==> src/rtl/pipelined_mac_array.sv <==
// ---------------------------------------------------------------------------
// pipelined_mac_array
//
// Pipelined, multi-lane signed multiply-accumulate unit. Each accepted beat
// carries LANES signed operand pairs. These are multiplied (S1), reduced by an
// adder tree (S2) and accumulated across beats (S3) until a beat flagged
// last. A per-vector bias in_c is folded in on the first beat. The finished
// dot product passes through an output register with a valid/ready handshake.
// Optional saturation clamps results to the OW signed range.
//
// Ports:
//   clk        clock; all state updates on the rising edge
//   rst        asynchronous, active-high reset
//   in_valid   beat valid
//   in_ready   beat accepted when in_valid && in_ready (global enable)
//   in_a       LANES signed BITWIDTH lanes, lane i at [i*BITWIDTH +: BITWIDTH]
//   in_b       LANES signed BITWIDTH lanes, same packing
//   in_c       OW-bit signed bias, used only on the first beat of a vector
//   in_last    marks the final beat of a vector
//   out_valid  result valid
//   out_ready  result consumed when out_valid && out_ready
//   out_data   OW-bit signed dot product plus bias
//   out_ovf    result exceeded the OW signed range (clamped or wrapped)
//   out_beats  number of beats in the vector, saturating at 2^CNTW-1
// ---------------------------------------------------------------------------
module pipelined_mac_array #(
  parameter int BITWIDTH                 = 8,
  parameter int IS_BITWIDTH_DOUBLE_SCALE = 1,
  parameter int LANES                    = 4,
  parameter int ACC_GUARD                = 8,
  parameter int SATURATE                 = 1,
  parameter int CNTW                     = 16,
  localparam int OW = BITWIDTH * (IS_BITWIDTH_DOUBLE_SCALE + 1)
) (
  input  logic                      clk,
  input  logic                      rst,
  input  logic                      in_valid,
  output logic                      in_ready,
  input  logic [LANES*BITWIDTH-1:0] in_a,
  input  logic [LANES*BITWIDTH-1:0] in_b,
  input  logic [OW-1:0]             in_c,
  input  logic                      in_last,
  output logic                      out_valid,
  input  logic                      out_ready,
  output logic [OW-1:0]             out_data,
  output logic                      out_ovf,
  output logic [CNTW-1:0]           out_beats
);

  localparam int PW   = 2 * BITWIDTH;
  localparam int LG   = (LANES > 1) ? $clog2(LANES) : 0;
  localparam int ACCW = PW + LG + ACC_GUARD;

  localparam logic [OW-1:0] OUT_MAX = {1'b0, {(OW-1){1'b1}}};
  localparam logic [OW-1:0] OUT_MIN = {1'b1, {(OW-1){1'b0}}};

  // The whole pipeline freezes only while a result is held unconsumed.
  logic en;
  logic accept;

  assign en       = !(out_valid && !out_ready);
  assign in_ready = en;
  assign accept   = in_valid && en;

  // Lane multipliers; operands widened first so the product is full width.
  logic signed [PW-1:0] prod [LANES];

  for (genvar g = 0; g < LANES; g++) begin : g_mul
    assign prod[g] = PW'($signed(in_a[g*BITWIDTH +: BITWIDTH])) *
                     PW'($signed(in_b[g*BITWIDTH +: BITWIDTH]));
  end

  // Tracks whether the next accepted beat opens a new vector.
  logic first_trk;

  always_ff @(posedge clk or posedge rst) begin
    if (rst) begin
      first_trk <= 1'b1;
    end else if (accept) begin
      first_trk <= in_last;
    end
  end

  // Stage S1: products, flags and the sign-extended bias.
  logic                   s1_valid;
  logic                   s1_first;
  logic                   s1_last;
  logic signed [ACCW-1:0] s1_bias;
  logic signed [PW-1:0]   s1_prod [LANES];

  always_ff @(posedge clk or posedge rst) begin
    if (rst) begin
      s1_valid <= 1'b0;
      s1_first <= 1'b0;
      s1_last  <= 1'b0;
      s1_bias  <= '0;
      for (int i = 0; i < LANES; i++) begin
        s1_prod[i] <= '0;
      end
    end else if (en) begin
      s1_valid <= in_valid;
      if (in_valid) begin
        s1_first <= first_trk;
        s1_last  <= in_last;
        for (int i = 0; i < LANES; i++) begin
          s1_prod[i] <= prod[i];
        end
        if (first_trk) begin
          s1_bias <= ACCW'($signed(in_c));
        end
      end
    end
  end

  // Binary adder tree held in heap order: leaves at LANES..2*LANES-1,
  // node k sums nodes 2k and 2k+1, and the root lands at index 1.
  logic signed [ACCW-1:0] tree_sum;

  always_comb begin
    logic signed [ACCW-1:0] node [1:2*LANES-1];
    for (int i = 0; i < LANES; i++) begin
      node[LANES+i] = ACCW'(s1_prod[i]);
    end
    for (int k = LANES - 1; k >= 1; k--) begin
      node[k] = node[2*k] + node[2*k+1];
    end
    tree_sum = node[1];
  end

  // Stage S2: registered lane sum plus the flags and bias.
  logic                   s2_valid;
  logic                   s2_first;
  logic                   s2_last;
  logic signed [ACCW-1:0] s2_bias;
  logic signed [ACCW-1:0] s2_sum;

  always_ff @(posedge clk or posedge rst) begin
    if (rst) begin
      s2_valid <= 1'b0;
      s2_first <= 1'b0;
      s2_last  <= 1'b0;
      s2_bias  <= '0;
      s2_sum   <= '0;
    end else if (en) begin
      s2_valid <= s1_valid;
      s2_first <= s1_first;
      s2_last  <= s1_last;
      s2_bias  <= s1_bias;
      s2_sum   <= tree_sum;
    end
  end

  // Accumulate and convert. A first beat starts from the bias instead of
  // the running sum, so a single-beat vector needs no special case.
  logic signed [ACCW-1:0] acc;
  logic [CNTW-1:0]        beat_cnt;
  logic signed [ACCW-1:0] acc_next;
  logic                   fits;
  logic [OW-1:0]          conv_data;
  logic                   conv_ovf;
  logic [CNTW-1:0]        beats_next;

  always_comb begin
    acc_next  = (s2_first ? s2_bias : acc) + s2_sum;
    // In range exactly when every bit above the OW sign bit copies it.
    fits      = (&acc_next[ACCW-1:OW-1]) || !(|acc_next[ACCW-1:OW-1]);
    conv_data = acc_next[OW-1:0];
    conv_ovf  = 1'b0;
    if (!fits) begin
      conv_ovf = 1'b1;
      if (SATURATE != 0) begin
        conv_data = acc_next[ACCW-1] ? OUT_MIN : OUT_MAX;
      end
    end
    if (s2_first) begin
      beats_next = CNTW'(1);
    end else if (&beat_cnt) begin
      beats_next = beat_cnt;
    end else begin
      beats_next = beat_cnt + 1'b1;
    end
  end

  // Stage S3: accumulator, beat counter and the finished-result register.
  logic            s3_valid;
  logic [OW-1:0]   s3_data;
  logic            s3_ovf;
  logic [CNTW-1:0] s3_beats;

  always_ff @(posedge clk or posedge rst) begin
    if (rst) begin
      acc      <= '0;
      beat_cnt <= '0;
      s3_valid <= 1'b0;
      s3_data  <= '0;
      s3_ovf   <= 1'b0;
      s3_beats <= '0;
    end else if (en) begin
      s3_valid <= s2_valid && s2_last;
      if (s2_valid) begin
        beat_cnt <= beats_next;
        if (s2_last) begin
          acc      <= '0;
          s3_data  <= conv_data;
          s3_ovf   <= conv_ovf;
          s3_beats <= beats_next;
        end else begin
          acc <= acc_next;
        end
      end
    end
  end

  // Output register. When the held result is consumed and nothing new
  // arrives, out_valid drops; otherwise it reloads with the new result.
  always_ff @(posedge clk or posedge rst) begin
    if (rst) begin
      out_valid <= 1'b0;
      out_data  <= '0;
      out_ovf   <= 1'b0;
      out_beats <= '0;
    end else if (en) begin
      out_valid <= s3_valid;
      if (s3_valid) begin
        out_data  <= s3_data;
        out_ovf   <= s3_ovf;
        out_beats <= s3_beats;
      end
    end
  end

endmodule

==> config.mk <==
export PLATFORM = sky130hd
export DESIGN_NAME = pipelined_mac_array
export DESIGN_NICKNAME = d
export VERILOG_FILES = /design/src/rtl/pipelined_mac_array.sv
export SDC_FILE = /design/constraint.sdc
export NUM_CORES = 1
export LEC_CHECK = 0
export CORE_ASPECT_RATIO = 1.1
export CORE_MARGIN = 8
export CORE_UTILIZATION = 40
export CTS_BUF_LIST = sky130_fd_sc_hd__clkbuf_16
export DETAILED_ROUTE_END_ITERATION = 8
export PLACE_DENSITY = 0.66
export SETUP_SLACK_MARGIN = 0.2
export SLEW_MARGIN = 40
export SYNTH_ARGS = -nofsm -noshare
export SYNTH_HDL_FRONTEND = slang
export SYNTH_SLANG_ARGS = --single-unit
export TNS_END_PERCENT = 50
==> constraint.sdc <==
create_clock -name clk -period 6.6 [get_ports clk]
set_clock_uncertainty 0.2 [all_clocks]
set_input_delay 0.66 -clock clk [delete_from_list [all_inputs] [get_ports clk]]
set_output_delay 0.66 -clock clk [all_outputs]
set_load 0.05 [all_outputs]
After elaboration in Yosys (flattened, before gate mapping). Cells that the tools add are included.

Multipliers: 4. Bitwise gates (word level): 1. Mux-type cells: 7. Add/subtract/negate cells: 5. Reductions and logical operators: 15.

Operator list (number): $mul 8x8->16 (4); $mux 16 (4); $mux 26 (2); $add 16x16->17 (2); $add 26x26->26 (1); $add 17x17->18 (1); $add 16x1->16 const B (1); $reduce_and 16->1 (1); $reduce_and 11->1 (1); $reduce_or 11->1 (1); $reduce_and 2->1 (3); $reduce_and 3->1 (2); $logic_and 1x1->1 (3); $logic_not 1->1 (3); $logic_or 1x1->1 (1); $mux 1 (1); $not 1->1 (1).

Flip-flop bits (word level): 239. Bits of input ports: 85. Output and inout port bits: 35. Word-level logic and storage cells: 56.

Longest topological paths before layout. Gate-level depths: netlist of the first run.

Depth after elaboration: 6. Depth in mapped cells: 19. Depth with buffers taken out: 19.

Worst setup path before layout of the first run. No wires, ideal clock.

Kind: input port to flip-flop. Start point: in in_b[10]. End point: reg s1_prod[46] in the netlist's numbering. Arrival time: 4.473 ns. Cell stages on the path: 18. Setup slack: 1.796 ns. Setup time: 0.131 ns. Required time: 6.269 ns. Cells stage by stage: and2_1 fa_1 inv_1 fa_1 inv_1 fa_1 inv_1 fa_1 inv_1 ha_1 o21ai_0 a21boi_0 o21ai_0 a21boi_0 o21ai_0 a21boi_0 or3_1 nand3_1.

Word-level cells in the longest chain between the ends: 1.

Ends and longest elaborated chain: start: declaration (RTL line 40) `input logic [LANES*BITWIDTH-1:0] in_b,`; $mul 8x8->16 (RTL line 69) `assign prod[g] = PW'($signed(in_a[g*BITWIDTH +: BITWIDTH])) *`; end signal: indexed assignment (RTL line 106) `s1_prod[i] <= prod[i];`; end: declaration (RTL line 89) `logic signed [PW-1:0] s1_prod [LANES];`.

No other way between the ends. A chain may end at the register's enable or synchronous reset.

Worst setup path after layout of the first run.
Start point: reg s2_first. End point: reg s3_data[13].

Word-level cells in the longest chain between the ends: 6.

Ends and longest elaborated chain: start: declaration (RTL line 132) `logic s2_first;`; start signal: assignment (RTL line 146) `s2_first <= s1_first;`; $mux 26 * (RTL line 164) `acc_next = (s2_first ? s2_bias : acc) + s2_sum;`; $add 26x26->26 * (RTL line 164); $reduce_or 11->1 (RTL line 166) `fits = (&acc_next[ACCW-1:OW-1]) || !(|acc_next[ACCW-1:OW-1]);`; $logic_not 1->1 (RTL line 166); $logic_or 1x1->1 (RTL line 166); $mux 16 * (RTL line 169) `if (!fits) begin`; end signal: assignment (RTL line 204) `s3_data <= conv_data;`; end: declaration (RTL line 186) `logic [OW-1:0] s3_data;`.

Every way passes the cells marked *; elsewhere a longest branch is shown, timed or not.

==> results.txt, run 1 <==
outcome = finished clean
CTS Sinks = 231
Gate Count Post-Synth = 2,298
family with the most delay on the worst path = compound AO/OA/AOI/OAI gates
postcts setup bufs = 0
Clk pwr share = 0.103
setup slack, reg-to-reg = 1220 ps
Hold WS = 240 ps
vias in the first global route = 16,600
Row Count = 90
CP Class = register to register
count of input and output buffers = 119
Reg-to-Reg Start = s2_first
Placeable Area = 54,500 sq um
vias per std cell = 4.97
P per Cell Area = 553 nW/um^2
Hold EP = s2_valid
final setup fails = 0
Net Sw Frac = 0.484
WHS Path Cells = 2
Vias = 15,700
fillcell total = 5,301
clock insertion delay at the later pin of the skew report = 550 ps
Final Hold Fails = 0
Setup TNS Final = 0 ps
DR iter-0 viols = 615
most flop-heavy register = s1_prod
top flop regs = s1_prod x64, acc x26, s2_sum x18
number of distinct library cells after synthesis = 69
R2R Path End = s3_data[13]
Final nets = 2,900
worst reg2reg path depth = 13
hold_buf cts = 0
first-pass GRT wire length = 81,200 um
initial antenna violation count = 0
maximum clock path buffer count = 3
max_cap viols = 0
final WL = 47,900 um
number of synthesized register bits = 231
remaining antenna violation count = 0
post-layout util = 0.455
H-tree depth = 1
Top Usage Layer GRT = met2
synth warn = 0
post-CTS sizing = 0
Area after DPL = 23,900 sq um
Clock transition at path regs = 70 ps
RSZ-0062 raised after global routing = false
Avg WL per Cell = 15.2 um
sequential power share = 0.185
max reg flops = 64
met3 usage = 0.0162
min cycle time layout = 5380 ps
largest net degree at the start of global routing = 117
multi-input logic area = 14,600 sq um
Final Cell Area = 24,800 sq um
commonest non-fill, non-tap cell in the layout = inv_1
Max FO, Critical Path = 18
Die Ht = 261 um
Crit-path slowest cell = dfrtp_1
P_sw = 6640 uW
drt pass-1 iters = 4
CTS Buf Count = 26
Critical path buffers and inverters = 1
syn nets = 2,796
Comb pwr share = 0.712
Initial Util = 0.402
Root Driver = clkbuf_16
ys async rst share = 1.00
FF+latch area = 5780 sq um
number of synthesized flops with an enable pin = 0
dominant synthesized flop cell = dfrtp_1
Worst-Margin Slew = 796 ps
worst-path cell chain = mux2_2 -> ha_1 -> inv_1 -> fa_1 -> nor2b_4 -> o31a_1 -> o41ai_2 -> a2111oi_2 -> or3_4 -> a211o_1 -> or4_4 -> o31ai_4 -> a311oi_1
met2 Use GR = 0.294
max-slew violation count = 0
Max-slew headroom = 0.469
Required @ worst endpoint = 6790 ps
Mapped Area = 21,900 sq um
peak supply drop = 429 uV
Hold Startpoint = s1_valid
CP Launch Type = register
internal power = 7070 uW
gpl congestion = 0.880
CP peak stage delay = 860 ps
Post-Syn Area per Cell = 9.52 sq um
share of cells above drive strength 1 = 0.0632
Top-Level Pins = 120
TritonCTS clock tree = built
chip width = 239 um
most frequent cells in the layout = 356 x inv_1, 332 x nand2_1, 254 x fa_1
DRC errors left = 0
critical path capture point type = register
synth-to-layout area growth = 13.2%
crit share post-route = 0.815
Post-DP HPWL = 39,100 um
sequential element share of the synthesized area = 0.264
hold crit path type = register to register
GR met1 Demand/Resource = 0.189
GR Overflow Total = 0
Max Clk Rate = 0.186 GHz
CP arrival = 5570 ps
Leak = 0.0118 uW
Die ar. = 62,500 sq um
ant diodes = 0
Global Route Usage Sum = 0.155
==> cells in the mapped netlist (all sizes together), types with 18 or more instances <==
master | n | area (sq um)
nor2b | 28 | 183
xor2 | 38 | 333
a21oi | 67 | 335
a21o | 25 | 189
and3 | 20 | 126
nor2 | 74 | 278
ha | 159 | 1990
nand3 | 23 | 115
a311oi | 18 | 226
clkbuf | 41 | 154
dfrtp | 230 | 5760
o21ai | 125 | 626
inv | 355 | 1330
and2 | 172 | 1080
fa | 254 | 5080
xnor2 | 60 | 526
nand2 | 334 | 1250
mux2 | 69 | 777
nor3 | 21 | 105
o31ai | 21 | 171
==> metrics by stage <==
step | power [uW] | setup WS (ps) | cells
floorplan | 10100 | 1800 | 2298
global placement | 12200 | 984 | 3108
detailed placement | 12400 | 840 | 3110
CTS | 13900 | 1190 | 3157
global route | 15200 | 1060 | 3157
finish | 13700 | 1220 | 3157
==> routing by layer <==
| layer | vias up | part of all wire |
|---|---|---|
| met4 | 0 | 0.016 |
| met5 | - | 0 |
| met2 | 188 | 0.53 |
| met1 | 7847 | 0.42 |
| li1 | 7618 | - |
| met3 | 53 | 0.029 |
==> power by group through the flow <==
stage               clock network (uW)  logic [uW]  registers, uW
finish                            1410        9760           2540
detailed placement                   0        9780           2580
global route                      1520       11100           2620
global placement                     0        9610           2560
CTS                               1460        9850           2550
floorplan                            0        7510           2620
==> layout make-up <==
class | count | area share
Clock buffer | 26 | 0.0263
Multi-Input combinational cell | 1654 | 0.588
Tap cell | 736 | 0.0372
Inverter | 357 | 0.0542
Timing Repair Buffer | 132 | 0.0538
Clock inverter | 21 | 0.00752
Sequential cell | 231 | 0.233
==> worst max-delay path by stage <==
stage	from	depth (start not counted)	slack (ps)	to
detailed placement	in_b[10]	19	840	s1_prod[46]
floorplan	in_b[10]	18	1800	s1_prod[46]
global placement	in_b[10]	19	980	s1_prod[46]
global route	s2_first	13	1060	s3_data[13]
CTS	s2_first	13	1190	s3_data[13]
finish	s2_first	13	1220	s3_data[13]
==> kinds of logic after synthesis <==
group | Yosys count | share of synthesized area
and+or+nand+nor | 722 | 0.159
DFF | 231 | 0.264
buffers and inverters | 413 | 0.0717
muxes | 73 | 0.0373
xor gates and xnor gates | 98 | 0.0392
adders and majority gates | 413 | 0.323
AOI/OAI and AO/OA | 348 | 0.105
==> worst min-delay path: stages (launching register included) <==
cell and delay, ps:
dfrtp_1 340, nand2_1 50, nand2_1 50
No activity file was read; power rests on OpenSTA's default activity.
==> run 2: changes to the inputs <==
--- a/config.mk
+++ b/config.mk
@@ -10,7 +10,7 @@
 export CORE_UTILIZATION = 40
 export CTS_BUF_LIST = sky130_fd_sc_hd__clkbuf_16
 export DETAILED_ROUTE_END_ITERATION = 8
-export PLACE_DENSITY = 0.66
+export PLACE_DENSITY = 0.64
 export SETUP_SLACK_MARGIN = 0.2
 export SLEW_MARGIN = 40
 export SYNTH_ARGS = -nofsm -noshare
==> constraint.sdc (replaced) <==
create_clock -name clk -period 5.35 [get_ports clk]
set_clock_uncertainty 0.2 [all_clocks]
set_input_delay 0.535 -clock clk [delete_from_list [all_inputs] [get_ports clk]]
set_output_delay 0.535 -clock clk [all_outputs]
set_load 0.05 [all_outputs]
==> run 2 against run 1 <==
Compared with the run above:
- sequential share of layout area fell by 0.58 points
- sequential power up 23%
- critical path depth is 9 higher
- routed wire length rose by 1.4%
- sequential cell count unchanged
- combinational power is 26% higher
- die area stayed put
- total power grew 24%
- register-to-register slack worse by 620 ps
- clock power grew 13%
- worst setup slack got worse by 720 ps
- critical path type is now primary input to register
- largest cell class unchanged
==> results.txt, run 2 (same netlist as run 1, synthesis figures left out) <==
first-pass GRT wire length = 83,500 um
gpl congestion = 0.875
Row Count = 90
final WL = 48,500 um
Crit-path slowest cell = clkdlybuf4s50_1
CTS Buf Count = 24
CP arrival = 5130 ps
CP Launch Type = primary input
Worst-Margin Slew = 780 ps
Final Cell Area = 25,400 sq um
Leak = 0.0122 uW
Post-DP HPWL = 40,600 um
TritonCTS clock tree = built
worst-path cell chain = clkdlybuf4s50_1 -> buf_4 -> and2_1 -> ha_1 -> fa_1 -> ha_1 -> inv_1 -> fa_1 -> inv_1 -> ha_1 -> inv_1 -> fa_1 -> nor2b_1 -> o21ai_0 -> a21boi_0 -> o21ai_1 -> a21boi_1 -> o21ai_0 -> a21boi_0 -> buf_4 -> o2111ai_1 -> nand3_1
synth-to-layout area growth = 16.1%
largest net degree at the start of global routing = 94
setup ws final = 495 ps
Critical path buffers and inverters = 6
hold crit path type = primary input to asynchronous set/reset pin
maximum clock path buffer count = 3
CTS Sinks = 231
Avg WL per Cell = 14.9 um
count of input and output buffers = 119
drt pass-1 iters = 7
share of cells above drive strength 1 = 0.0957
Clock transition at path regs = 60 ps
chip width = 239 um
Place WS = -113 ps
Max FO, Critical Path = 5
Top-Level Pins = 120
Final Hold Fails = 0
most frequent cells in the layout = 362 x inv_1, 332 x nand2_1, 254 x fa_1
Final nets = 2,991
DRC errors left = 0
CP Class = primary input to register
commonest non-fill, non-tap cell in the layout = inv_1
family with the most delay on the worst path = adder cells
Die Ht = 261 um
GR Overflow Total = 0
Root Driver = clkbuf_16
peak supply drop = 530 uV
Area after DPL = 24,600 sq um
Max-slew headroom = 0.478
Placeable Area = 54,500 sq um
postcts setup bufs = 0
max_cap viols = 0
P per Cell Area = 670 nW/um^2
vias in the first global route = 17,100
Global Route Usage Sum = 0.159
top flop regs = s1_prod x64, acc x26, s2_sum x18
max-slew violation count = 0
min cycle time layout = 4860 ps
RSZ-0062 raised after global routing = true
remaining antenna violation count = 0
CP peak stage delay = 490 ps
max reg flops = 64
vias per std cell = 4.89
Max Clk Rate = 0.206 GHz
Required @ worst endpoint = 5630 ps
crit share post-route = 0.908
initial antenna violation count = 1
critical path capture point type = register
most flop-heavy register = s1_prod
Die ar. = 62,500 sq um
final setup fails = 0
Vias = 15,900
Tot Pwr = 17,000 uW
clock insertion delay at the later pin of the skew report = 540 ps
DR iter-0 viols = 600
Initial Util = 0.402
H-tree depth = 1
outcome = finished clean
[run 2: worst reg2reg max path, cell delays in order (launching register included)]
cell       delay [ps]
dfrtp_1           550
buf_6             310
mux2i_1           330
inv_1              80
ha_1              290
a211oi_1          340
o211ai_1          240
a311oi_1          320
nor2_1            130
a2111oi_2         510
o211ai_1          140
or4_4             550
o31ai_4           220
buf_4             250
a311oi_2          130
[run 2: where the power goes]
part           switching [uW]  internal [uW]
combinational            6940           5350
sequential                568           2560
clock                     691            912
total                    8200           8820
[run 2: area by class of cell]
| cell class | count | area [sq um] |
|---|---|---|
| repair buffers | 225 | 2060 |
| multi-input cells | 1654 | 14600 |
| inverters | 357 | 1340 |
| diodes | 1 | 2.50 |
| well taps | 736 | 921 |
| clock inverters | 18 | 146 |
| flip-flops and latches | 231 | 5780 |
| clock buffers | 24 | 601 |
| fillers | 5208 | 29100 |
[run 2: repair_timing]
action / CTS / global route
gates resized for setup: 0 / 5
endpoints found under the hold margin: 0 / 0
hold buffers: 0 / 0
setup endpoints to repair: 0 / 16
[run 2: stage by stage]
step	util	instances	TNS, ps	hold slack (ps)
final	0.466	3246	0	142
after global routing	0.466	3245	0	146
after CTS	0.466	3245	0	126
after detailed placement	0.452	3203	-267	256
after global placement	0.451	3201	-37.6	249
after floorplan	-	2298	0	233
[run 2: worst paths after layout]
check,from,endpoint,slack [ps],depth (start not counted)
min in group clk,first_trk,first_trk,260,2
max in group asynchronous,rst,s3_data[15],3640,5
worst min-delay path,rst,out_beats[7],140,2
worst max register to register,s2_first,s3_data[7],600,14
worst max-delay path,in_b[9],s1_prod[46],490,22
worst min register to register,first_trk,first_trk,260,2
[run 2: per-layer routing]
layer | up-vias | share of wire | global-route usage
met5 | - | 0 | 0
met4 | 0 | 0.021 | 0.0377
met3 | 56 | 0.031 | 0.0158
met2 | 215 | 0.53 | 0.302
met1 | 7817 | 0.42 | 0.192
li1 | 7790 | - | -
